[src/rtl/regfile_wb_arbiter.sv]
// Write-back arbiter and pending-write scoreboard for the 32x32 register file.
// Optional macro WBARB_ROUND_ROBIN_EN selects round-robin arbitration instead of memory-first priority.
module regfile_wb_arbiter #(
  parameter int                DATA_W   = 32,
  parameter int                ADDR_W   = 5,
  parameter logic [ADDR_W-1:0] NO_WRITE = ADDR_W'(31)
) (
  input  logic              clock,
  input  logic              reset,
  input  logic              alu_valid,
  output logic              alu_ready,
  input  logic [ADDR_W-1:0] alu_pos,
  input  logic [DATA_W-1:0] alu_value,
  input  logic              mem_valid,
  output logic              mem_ready,
  input  logic [ADDR_W-1:0] mem_pos,
  input  logic [DATA_W-1:0] mem_value,
  input  logic              rsv_valid,
  input  logic [ADDR_W-1:0] rsv_pos,
  input  logic [ADDR_W-1:0] chk_pos1,
  input  logic [ADDR_W-1:0] chk_pos2,
  output logic              busy1,
  output logic              busy2,
  output logic [31:0]       busy_vec,
  output logic [ADDR_W-1:0] rf_pos,
  output logic [DATA_W-1:0] rf_writevalue
);

  // Handshake: each source holds valid/pos/value stable until it sees ready;
  // a transfer happens in any cycle where valid && ready, at most one per cycle.
  localparam logic [ADDR_W-1:0] REG_ZERO = '0;
  localparam logic [ADDR_W-1:0] REG_TOP  = ADDR_W'(31);

  logic grant_alu;
  logic grant_mem;

`ifdef WBARB_ROUND_ROBIN_EN
  // Reset value 0 means "ALU was last", so memory wins the first contest.
  logic last_mem_q;
  logic last_mem_d;

  always_comb begin
    grant_alu  = 1'b0;
    grant_mem  = 1'b0;
    if (!reset) begin
      if (alu_valid && mem_valid) begin
        grant_mem = !last_mem_q;
        grant_alu = last_mem_q;
      end else begin
        grant_mem = mem_valid;
        grant_alu = alu_valid;
      end
    end
    last_mem_d = last_mem_q;
    if (grant_mem) begin
      last_mem_d = 1'b1;
    end else if (grant_alu) begin
      last_mem_d = 1'b0;
    end
  end

  always_ff @(posedge clock) begin
    if (reset) begin
      last_mem_q <= 1'b0;
    end else begin
      last_mem_q <= last_mem_d;
    end
  end
`else
  always_comb begin
    grant_mem = !reset && mem_valid;
    grant_alu = !reset && alu_valid && !mem_valid;
  end
`endif

  assign alu_ready = grant_alu;
  assign mem_ready = grant_mem;

  logic [ADDR_W-1:0] rf_pos_q;
  logic [ADDR_W-1:0] rf_pos_d;
  logic [DATA_W-1:0] rf_writevalue_q;
  logic [DATA_W-1:0] rf_writevalue_d;
  logic [31:0]       busy_q;
  logic [31:0]       busy_d;
  logic [ADDR_W-1:0] xfer_pos;
  logic [DATA_W-1:0] xfer_value;

  always_comb begin
    xfer_pos        = grant_mem ? mem_pos : alu_pos;
    xfer_value      = grant_mem ? mem_value : alu_value;
    rf_pos_d        = NO_WRITE;
    rf_writevalue_d = rf_writevalue_q;
    if (grant_alu || grant_mem) begin
      rf_writevalue_d = xfer_value;
      // Writes to r0 and r31 are swallowed: consumed but never committed.
      if (xfer_pos != REG_ZERO && xfer_pos != REG_TOP) begin
        rf_pos_d = xfer_pos;
      end
    end
  end

  // Clear first, then set, so a same-cycle reservation keeps the bit high.
  always_comb begin
    busy_d = busy_q;
    if (rf_pos_q != NO_WRITE) begin
      busy_d[rf_pos_q] = 1'b0;
    end
    if (rsv_valid && rsv_pos != REG_ZERO && rsv_pos != REG_TOP) begin
      busy_d[rsv_pos] = 1'b1;
    end
  end

  always_ff @(posedge clock) begin
    if (reset) begin
      rf_pos_q        <= NO_WRITE;
      rf_writevalue_q <= '0;
      busy_q          <= '0;
    end else begin
      rf_pos_q        <= rf_pos_d;
      rf_writevalue_q <= rf_writevalue_d;
      busy_q          <= busy_d;
    end
  end

  assign rf_pos        = rf_pos_q;
  assign rf_writevalue = rf_writevalue_q;
  assign busy_vec      = busy_q;
  assign busy1         = (chk_pos1 != REG_ZERO) && busy_q[chk_pos1];
  assign busy2         = (chk_pos2 != REG_ZERO) && busy_q[chk_pos2];

endmodule

[config.mk]
export PLATFORM = sky130hd
export DESIGN_NAME = regfile_wb_arbiter
export DESIGN_NICKNAME = d
export VERILOG_FILES = /design/src/rtl/regfile_wb_arbiter.sv
export SDC_FILE = /design/constraint.sdc
export NUM_CORES = 1
export LEC_CHECK = 0
export CAP_MARGIN = 30
export CORE_MARGIN = 8
export CORE_UTILIZATION = 37
export DETAILED_ROUTE_END_ITERATION = 16
export PLACE_DENSITY = 0.77
export SKIP_LAST_GASP = 1
export SYNTH_ARGS = -nofsm -noshare
export SYNTH_HDL_FRONTEND = slang
export SYNTH_SLANG_ARGS = --single-unit
[constraint.sdc]
create_clock -name clock -period 1.3 [get_ports clock]
set_input_delay 0.13 -clock clock [delete_from_list [all_inputs] [get_ports clock]]
set_output_delay 0.13 -clock clock [all_outputs]
set_load 0.02 [all_outputs]
Word level (Yosys, flattened, before mapping) --
Index checks and enable logic that the tools add are counted.
Storage, ports and cells: register bits after elaboration 69, input port bits 94, output and inout port bits 73, word-level logic and storage cells 47
Operators by class: magnitude comparators 6, equal/unequal tests 3, multiplexer cells 12, bitwise operators 5, reductions and logical operators 18
Operators by type and width (number):
- 2-to-1 mux 32 bit | 3
- bitwise AND 32 bit | 1
- NOT 32 bit | 1
- bitwise OR 32 bit | 1
- less-than comparator 5 x 6 -> 1 bit (second input constant) | 4
- nonzero test 5 bit | 4
- inequality test 5 bit (second input constant) | 3
- binary-select mux 1 bit (select 5 bit) | 2
- demux 1 bit (select 5 bit) | 2
- >= comparator 5 x 1 -> 1 bit (second input constant) | 2
- logical AND 1 bit | 10
- 2-to-1 mux 5 bit | 1
- 2-to-1 mux 1 bit | 4
- OR reduction 3 bit | 1
- zero test 1 bit | 2
- NOT 1 bit | 2
- logical OR 1 bit | 1

Depth between registers and ports, before layout --
word-level depth 9, gate-level depth with buffers 6, gate-level depth less buffers 5

Worst setup path after synthesis --
Ideal clock, no wire load.
kind flip-flop to output port, from register busy_q[15], in the netlist busy_vec[15], to output port busy2, data arrival time 1436 ps, required time 1170 ps, slack -266 ps, cell stages (with the launch flop) 5, path buffers 0, path through dfxtp_1 -> mux4_2 -> and4b_1 -> a41oi_1 -> nand4_1
On the way: longest elaborated chain between the ends 3
Ends and longest elaborated chain:
- from (decl) | RTL line 83 | logic [31:0] busy_q;
- from (signal assigned) | RTL line 121 | busy_q <= busy_d;
- binary-select mux 1 bit (select 5 bit) | RTL line 129 | assign busy2 = (chk_pos2 != REG_ZERO) && busy_q[chk_pos2];
- 2-to-1 mux 1 bit (implied by the code) | RTL line 129
- logical AND 1 bit | RTL line 129
- to (decl) | RTL line 23 | output logic busy2,
No other way between the ends. The select of a mux whose other input is x is not followed.

Worst setup path after layout --
Same ends and word-level chain as after synthesis.

==> reports/qor.csv <==
metric,value,unit
status,finished with violations,
violations,setup timing,
ctsHtreeMaxLevel,3,
core,9200,µm²
ys_warn_count,0,
synthFlopType,dfxtp_1,
dr_total_vias,3973,
cp_num_buf_inv,1,
slowest_delay,0.46,ns
cts.sinks,69,
ant_nets,0,
setup.worst_path.end_class,primary output,
cp.depth,5,
dp_slack,-1.13,ns
grt_pass1_wl,21400,µm
grt_pass1_vias,4192,
clock_path_buffers,2,
synth_edf_count,0,
fin_skew,0.00905,ns
die_w,113,µm
synth_nets,503,
initial_core_util,0.381,
drv_cap,0,
cpMaxStageDelayCell,mux4_2,
p_per_area,825,nW/µm²
grt_overflow,0,
syn_avg_cell_area,8.56,µm²
dp_cells,731,
drc_errors,0,
diodes,0,
clkLatencyLatePin,0.34,ns
clockRootBuffer,clkbuf_8,
criticalPathCategory,register to primary output,
die_y,113,µm
nets,730,
drtIter0Drc,189,
fin_cells,752,
hold_viol_final,0,
ys_seq_elements,69,
final_cell_mix,"clkdlybuf4s50_1 (87), nor2_1 (73), buf_4 (71), a21oi_1 (64), dlygate4sd2_1 (50)",
hold_buffers,0,
async_flop_share,0,
synthCells,409,
rsz0062_at_grt,yes,
cts_tree,done,
min_path_type,primary input to register,
irDropWorstVdd,0.488,mV
min_period,1.94,ns
synthDistinctLibCells,35,
start_kind,register,
timing.hold.ws,0.111,ns
crit_arrival,1.81,ns
die_area,12800,µm²
p_leak,2.63,nW
holdPathStages,3,
place_congestion,0.963,
cts_buffers,9,
clk_pin_slew,0.08,ns
rows,35,
ys_seq_area_frac,0.394,
pin_count,167,
wl,13700,µm
maxSlewHeadroom,0.647,
worst_slack,-0.643,ns
setup_viol,2,
tightest_slew,0.530,ns
antenna_found_initial,0,
cp_max_fo,3,
path_cells,mux4_2 > and4b_1 > a41oi_2 > nand4_1 > buf_6,
tns,-1.26,ns
crit_family,multiplexers,
worstPathRequired,1.17,ns
wire_per_inst,18.3,µm
grt_util_all_layers,0.212,
grt_max_degree,61,
fmax,0.515,GHz
firstDrtPassIters,4,
vias_per_cell,5.28,
dpl.hpwl,10800,µm
final_common_cell,clkdlybuf4s50_1,
io_buffers,166,
synth_area,3500,µm²
slew_violations,0,
syn2layout_area_growth,70.1,%
reg2reg_depth,3,
finalCritPeriodShare,1.49,
drive_above_1_share,0.251,
==> cells by family (layout without fill, tap and decap cells) <==
| logic type | count (synthesis) | count (layout) | synth area share |
|---|---|---|---|
| DFF | 69 | 69 | 0.394 |
| and+or+nand+nor | 158 | 158 | 0.203 |
| AOI/OAI and AO/OA | 103 | 103 | 0.154 |
| buffers and inverters | 27 | 259 | 0.0393 |
| muxes | 52 | 52 | 0.209 |
==> worst reg2reg max path: cells and delay by family (launching register included) <==
kind	cells	cell delay, ns
DFF	1	0.38
AOI/OAI and AO/OA	2	0.41
and+or+nand+nor	1	0.35
==> path summary, 6_finish.rpt <==
check	start	endpoint	slack, ns
max reg2reg	rf_pos[1]	busy_vec[13]	0.06
min reg2reg	busy_vec[6]	busy_vec[6]	0.52
max	busy_vec[15]	busy2	-0.64
min	reset	busy_vec[21]	0.11
==> what timing repair did <==
item	in CTS	in global routing
gates resized for setup	107	28
endpoints found under the hold margin	0	0
endpoints found under the setup margin	81	37
pin swaps	4	4
buffers inserted	4	1
==> routing by layer <==
layer  GRT usage  vias to the layer above  share of wire
met5           0                        -              0
met4       0.103                        0          0.032
met3       0.104                       31           0.13
met2       0.348                      227           0.47
met1       0.221                     1810           0.37
li1            -                     1905              -
==> Yosys cell counts (2+ instances only) <==
cell	number	area share
o211ai_1	2	0.0043
inv_1	2	0.0021
nor2_1	73	0.078
buf_2	4	0.0057
mux2_2	2	0.0064
o21bai_1	2	0.0043
nand3_1	6	0.0086
nor3b_1	8	0.017
mux4_2	9	0.058
nor4_1	3	0.0054
dfxtp_1	69	0.39
nand2b_1	4	0.0071
buf_1	5	0.0054
nor2b_1	3	0.0054
o21ai_0	31	0.044
or3_1	2	0.0036
nand2_1	44	0.047
mux2i_1	35	0.10
mux4_1	6	0.045
buf_6	4	0.013
a21oi_1	64	0.091
and3_1	2	0.0036
and3b_1	2	0.0050
nor3_1	3	0.0043
clkbuf_1	11	0.012
nand3b_1	4	0.0086
==> layout make-up <==
class / count / area [µm²]
Clock buffer: 9 / 124
Clock inverter: 7 / 42.5
Fill cell: 751 / 3240
Inverter: 2 / 7.51
Multi-Input combinational cell: 313 / 2020
Sequential cell: 69 / 1460
Tap cell: 111 / 139
Timing Repair Buffer: 241 / 2160
==> stage by stage <==
step | util | power (mW) | cell area, µm²
after CTS | 0.646 | 4.94 | 5940
after floorplan | - | 2.79 | 3570
after global placement | 0.627 | 3.45 | 5770
after detailed placement | 0.627 | 3.47 | 5770
final | 0.648 | 4.91 | 5960
after global routing | 0.648 | 5.14 | 5960
==> registers in the layout, indices dropped and copies added, names as in the netlist <==
| signal | count |
|---|---|
| rf_writevalue | 32 |
| rf_pos | 5 |
| busy_vec | 32 |
==> where the power goes <==
group,internal [mW],switching [mW]
Combinational,0.608,0.548
Clock,0.678,0.840
Sequential,2.18,0.0643
Total,3.46,1.45
(Power assumes the default switching activity.)
==> RTL change, RTL diff (same flow settings) <==
Set the localparam `REG_ZERO` to 1 (it was '0).
--- a/src/rtl/regfile_wb_arbiter.sv
+++ b/src/rtl/regfile_wb_arbiter.sv
@@ -28,7 +28,7 @@
 
   // Handshake: each source holds valid/pos/value stable until it sees ready;
   // a transfer happens in any cycle where valid && ready, at most one per cycle.
-  localparam logic [ADDR_W-1:0] REG_ZERO = '0;
+  localparam logic [ADDR_W-1:0] REG_ZERO = 1;
   localparam logic [ADDR_W-1:0] REG_TOP  = ADDR_W'(31);
 
   logic grant_alu;
Behaviour: not the same (a bounded check fails within 4 cycles, from zero or initial values and one cycle with reset high).
==> RTL change against the unedited design <==
- the flow still finishes with violations (negative setup slack)
- cell area is 2.1% higher
- worst setup slack better by 0.29 ns
- count of clock-buffer cells in the layout grew 1
- area after synthesis increased by 7.1%
- routed wire length is 0.79% higher
- cell count rose by 10%
- sequential cell count stayed put
- power increased by 2.4%
- critical endpoint unchanged
- highest routed layer unchanged
==> RTL change: results (changes against the unedited design) <==
run_status:
  outcome: "complete, but fails checks"
  violations: "negative setup slack"
synthesis:
  synth.distinct_cells: 32  # -8.6%
  syn_avg_cell_area_um2: 8.00  # -6.6%
  synth_common_cells: "77 x nor2_1, 72 x a21oi_1, 69 x dfxtp_1, 64 x mux2i_1, 38 x nand2_1"
  synth_area_leaders: "dfxtp_1 37%, mux2i_1 17%, a21oi_1 9.6%"
setup_path:
  crit_fanout: 4  # +1
  arrival_ns: 1.52  # -0.29 ns
  crit_path_start: "busy_vec[4]"
  reg2reg_from: "rf_pos[4]"
power_and_ir_drop:
  p_leak_nw: 2.67  # +1.8%
  switching_power_mw: 1.51  # +3.8%
  ir_worst_vdd_mv: 0.866  # +77%
placed_design:
  post-dp-hpwl_mm: 11.1  # +3.1%
  gp_congestion: 0.882  # -8.4%
layout:
  fin_cells: 827  # +10%
  fin_nets: 783  # +7.3%
  fill_cells: 896  # +19%
  post_route_cells_drive_above_1_share_pct: 22.3  # -2.8 points
global_route:
  globalRouteTotalUtil_pct: 20.7  # -0.41 points
  grt_pass1_wl_mm: 22.2  # +3.6%
  grt_max_degree: 64  # +4.9%
route:
  dr.first_iter.drc_count: 171  # -9.5%
  wl_per_cell_um: 16.8  # -8.3%
timing:
  setup_viol: 2  # unchanged
  fin_ws_ns: -0.351  # +0.292 ns
  tns_ns: -0.660  # +0.600 ns
-- RTL change: changes by cell type after synthesis, sizes merged, moves of 8 or more --
cell,delta
nor2b,+12
nand3,+10
mux2i,+29
a21oi,+8
a22oi,+9
mux4,-15
-- RTL change: cells by family after synthesis --
| family | after synthesis | share of synthesized area, % |
|---|---|---|
| AO/OA/AOI/OAI | 122 | 18.1 |
| multiplexers | 66 | 17.7 |
| AND/OR/NAND/NOR | 178 | 22.5 |
| flip-flops | 69 | 36.8 |
| buffers and inverters | 34 | 4.94 |
-- RTL change: per-layer routing --
| layer | track usage [%] | routed length (um) |
|---|---|---|
| met3 | 10.5 | 1810 |
| met5 | 0 | 0 |
| met4 | 5.29 | 161 |
| met2 | 35.5 | 6350 |
| met1 | 22.3 | 5540 |
-- RTL change: through the flow --
stage          total power [mW]  cell area [um^2]  utilization (%)
2_1_floorplan              2.90              3750                -
3_3_place_gp               3.58              5940             60.5
3_5_place_dp               3.61              5940             60.5
4_1_cts                    5.07              6110             62.3
5_1_grt                    5.29              6090             62.0
6_report                   5.03              6090             62.0
-- RTL change: power groups by stage --
| stage | combinational, mW | sequential (mW) | clock [mW] |
|---|---|---|---|
| 2_1_floorplan | 0.488 | 2.41 | 0 |
| 3_3_place_gp | 1.27 | 2.31 | 0 |
| 3_5_place_dp | 1.30 | 2.31 | 0 |
| 4_1_cts | 1.25 | 2.26 | 1.56 |
| 5_1_grt | 1.35 | 2.27 | 1.67 |
| 6_report | 1.24 | 2.26 | 1.53 |
-- RTL change: final cells by class --
type,count,area share [%]
tap,133,2.73
sequential,69,23.1
clock buffer,10,2.10
clock inverter,6,0.658
inverter,5,0.308
timing repair buffer,238,34.9
multi-input combinational,366,36.2
-- RTL change: worst max-delay path: stages (launching register included) --
cell	delay, ns
dfxtp_2	0.36
mux2i_1	0.10
a2111oi_2	0.31
nand3_1	0.12
nand4_1	0.15
buf_6	0.14
-- RTL change: worst paths after layout --
| kind | to | slack (ns) | depth (start not counted) |
|---|---|---|---|
| worst min register to register | busy_vec[15] | 0.51 | 2 |
| worst max register to register | busy_vec[4] | 0.11 | 5 |
| worst min-delay path | rf_writevalue[28] | 0.14 | 3 |
| worst max-delay path | busy2 | -0.35 | 5 |
-- RTL change: what timing repair did --
item | 4_1_cts | 5_1_grt
pin swaps | 3 | 0
setup buffers | 1 | 0
hold buffers | 0 | 0
setup endpoints to repair | 71 | 33
resized for setup | 147 | 31
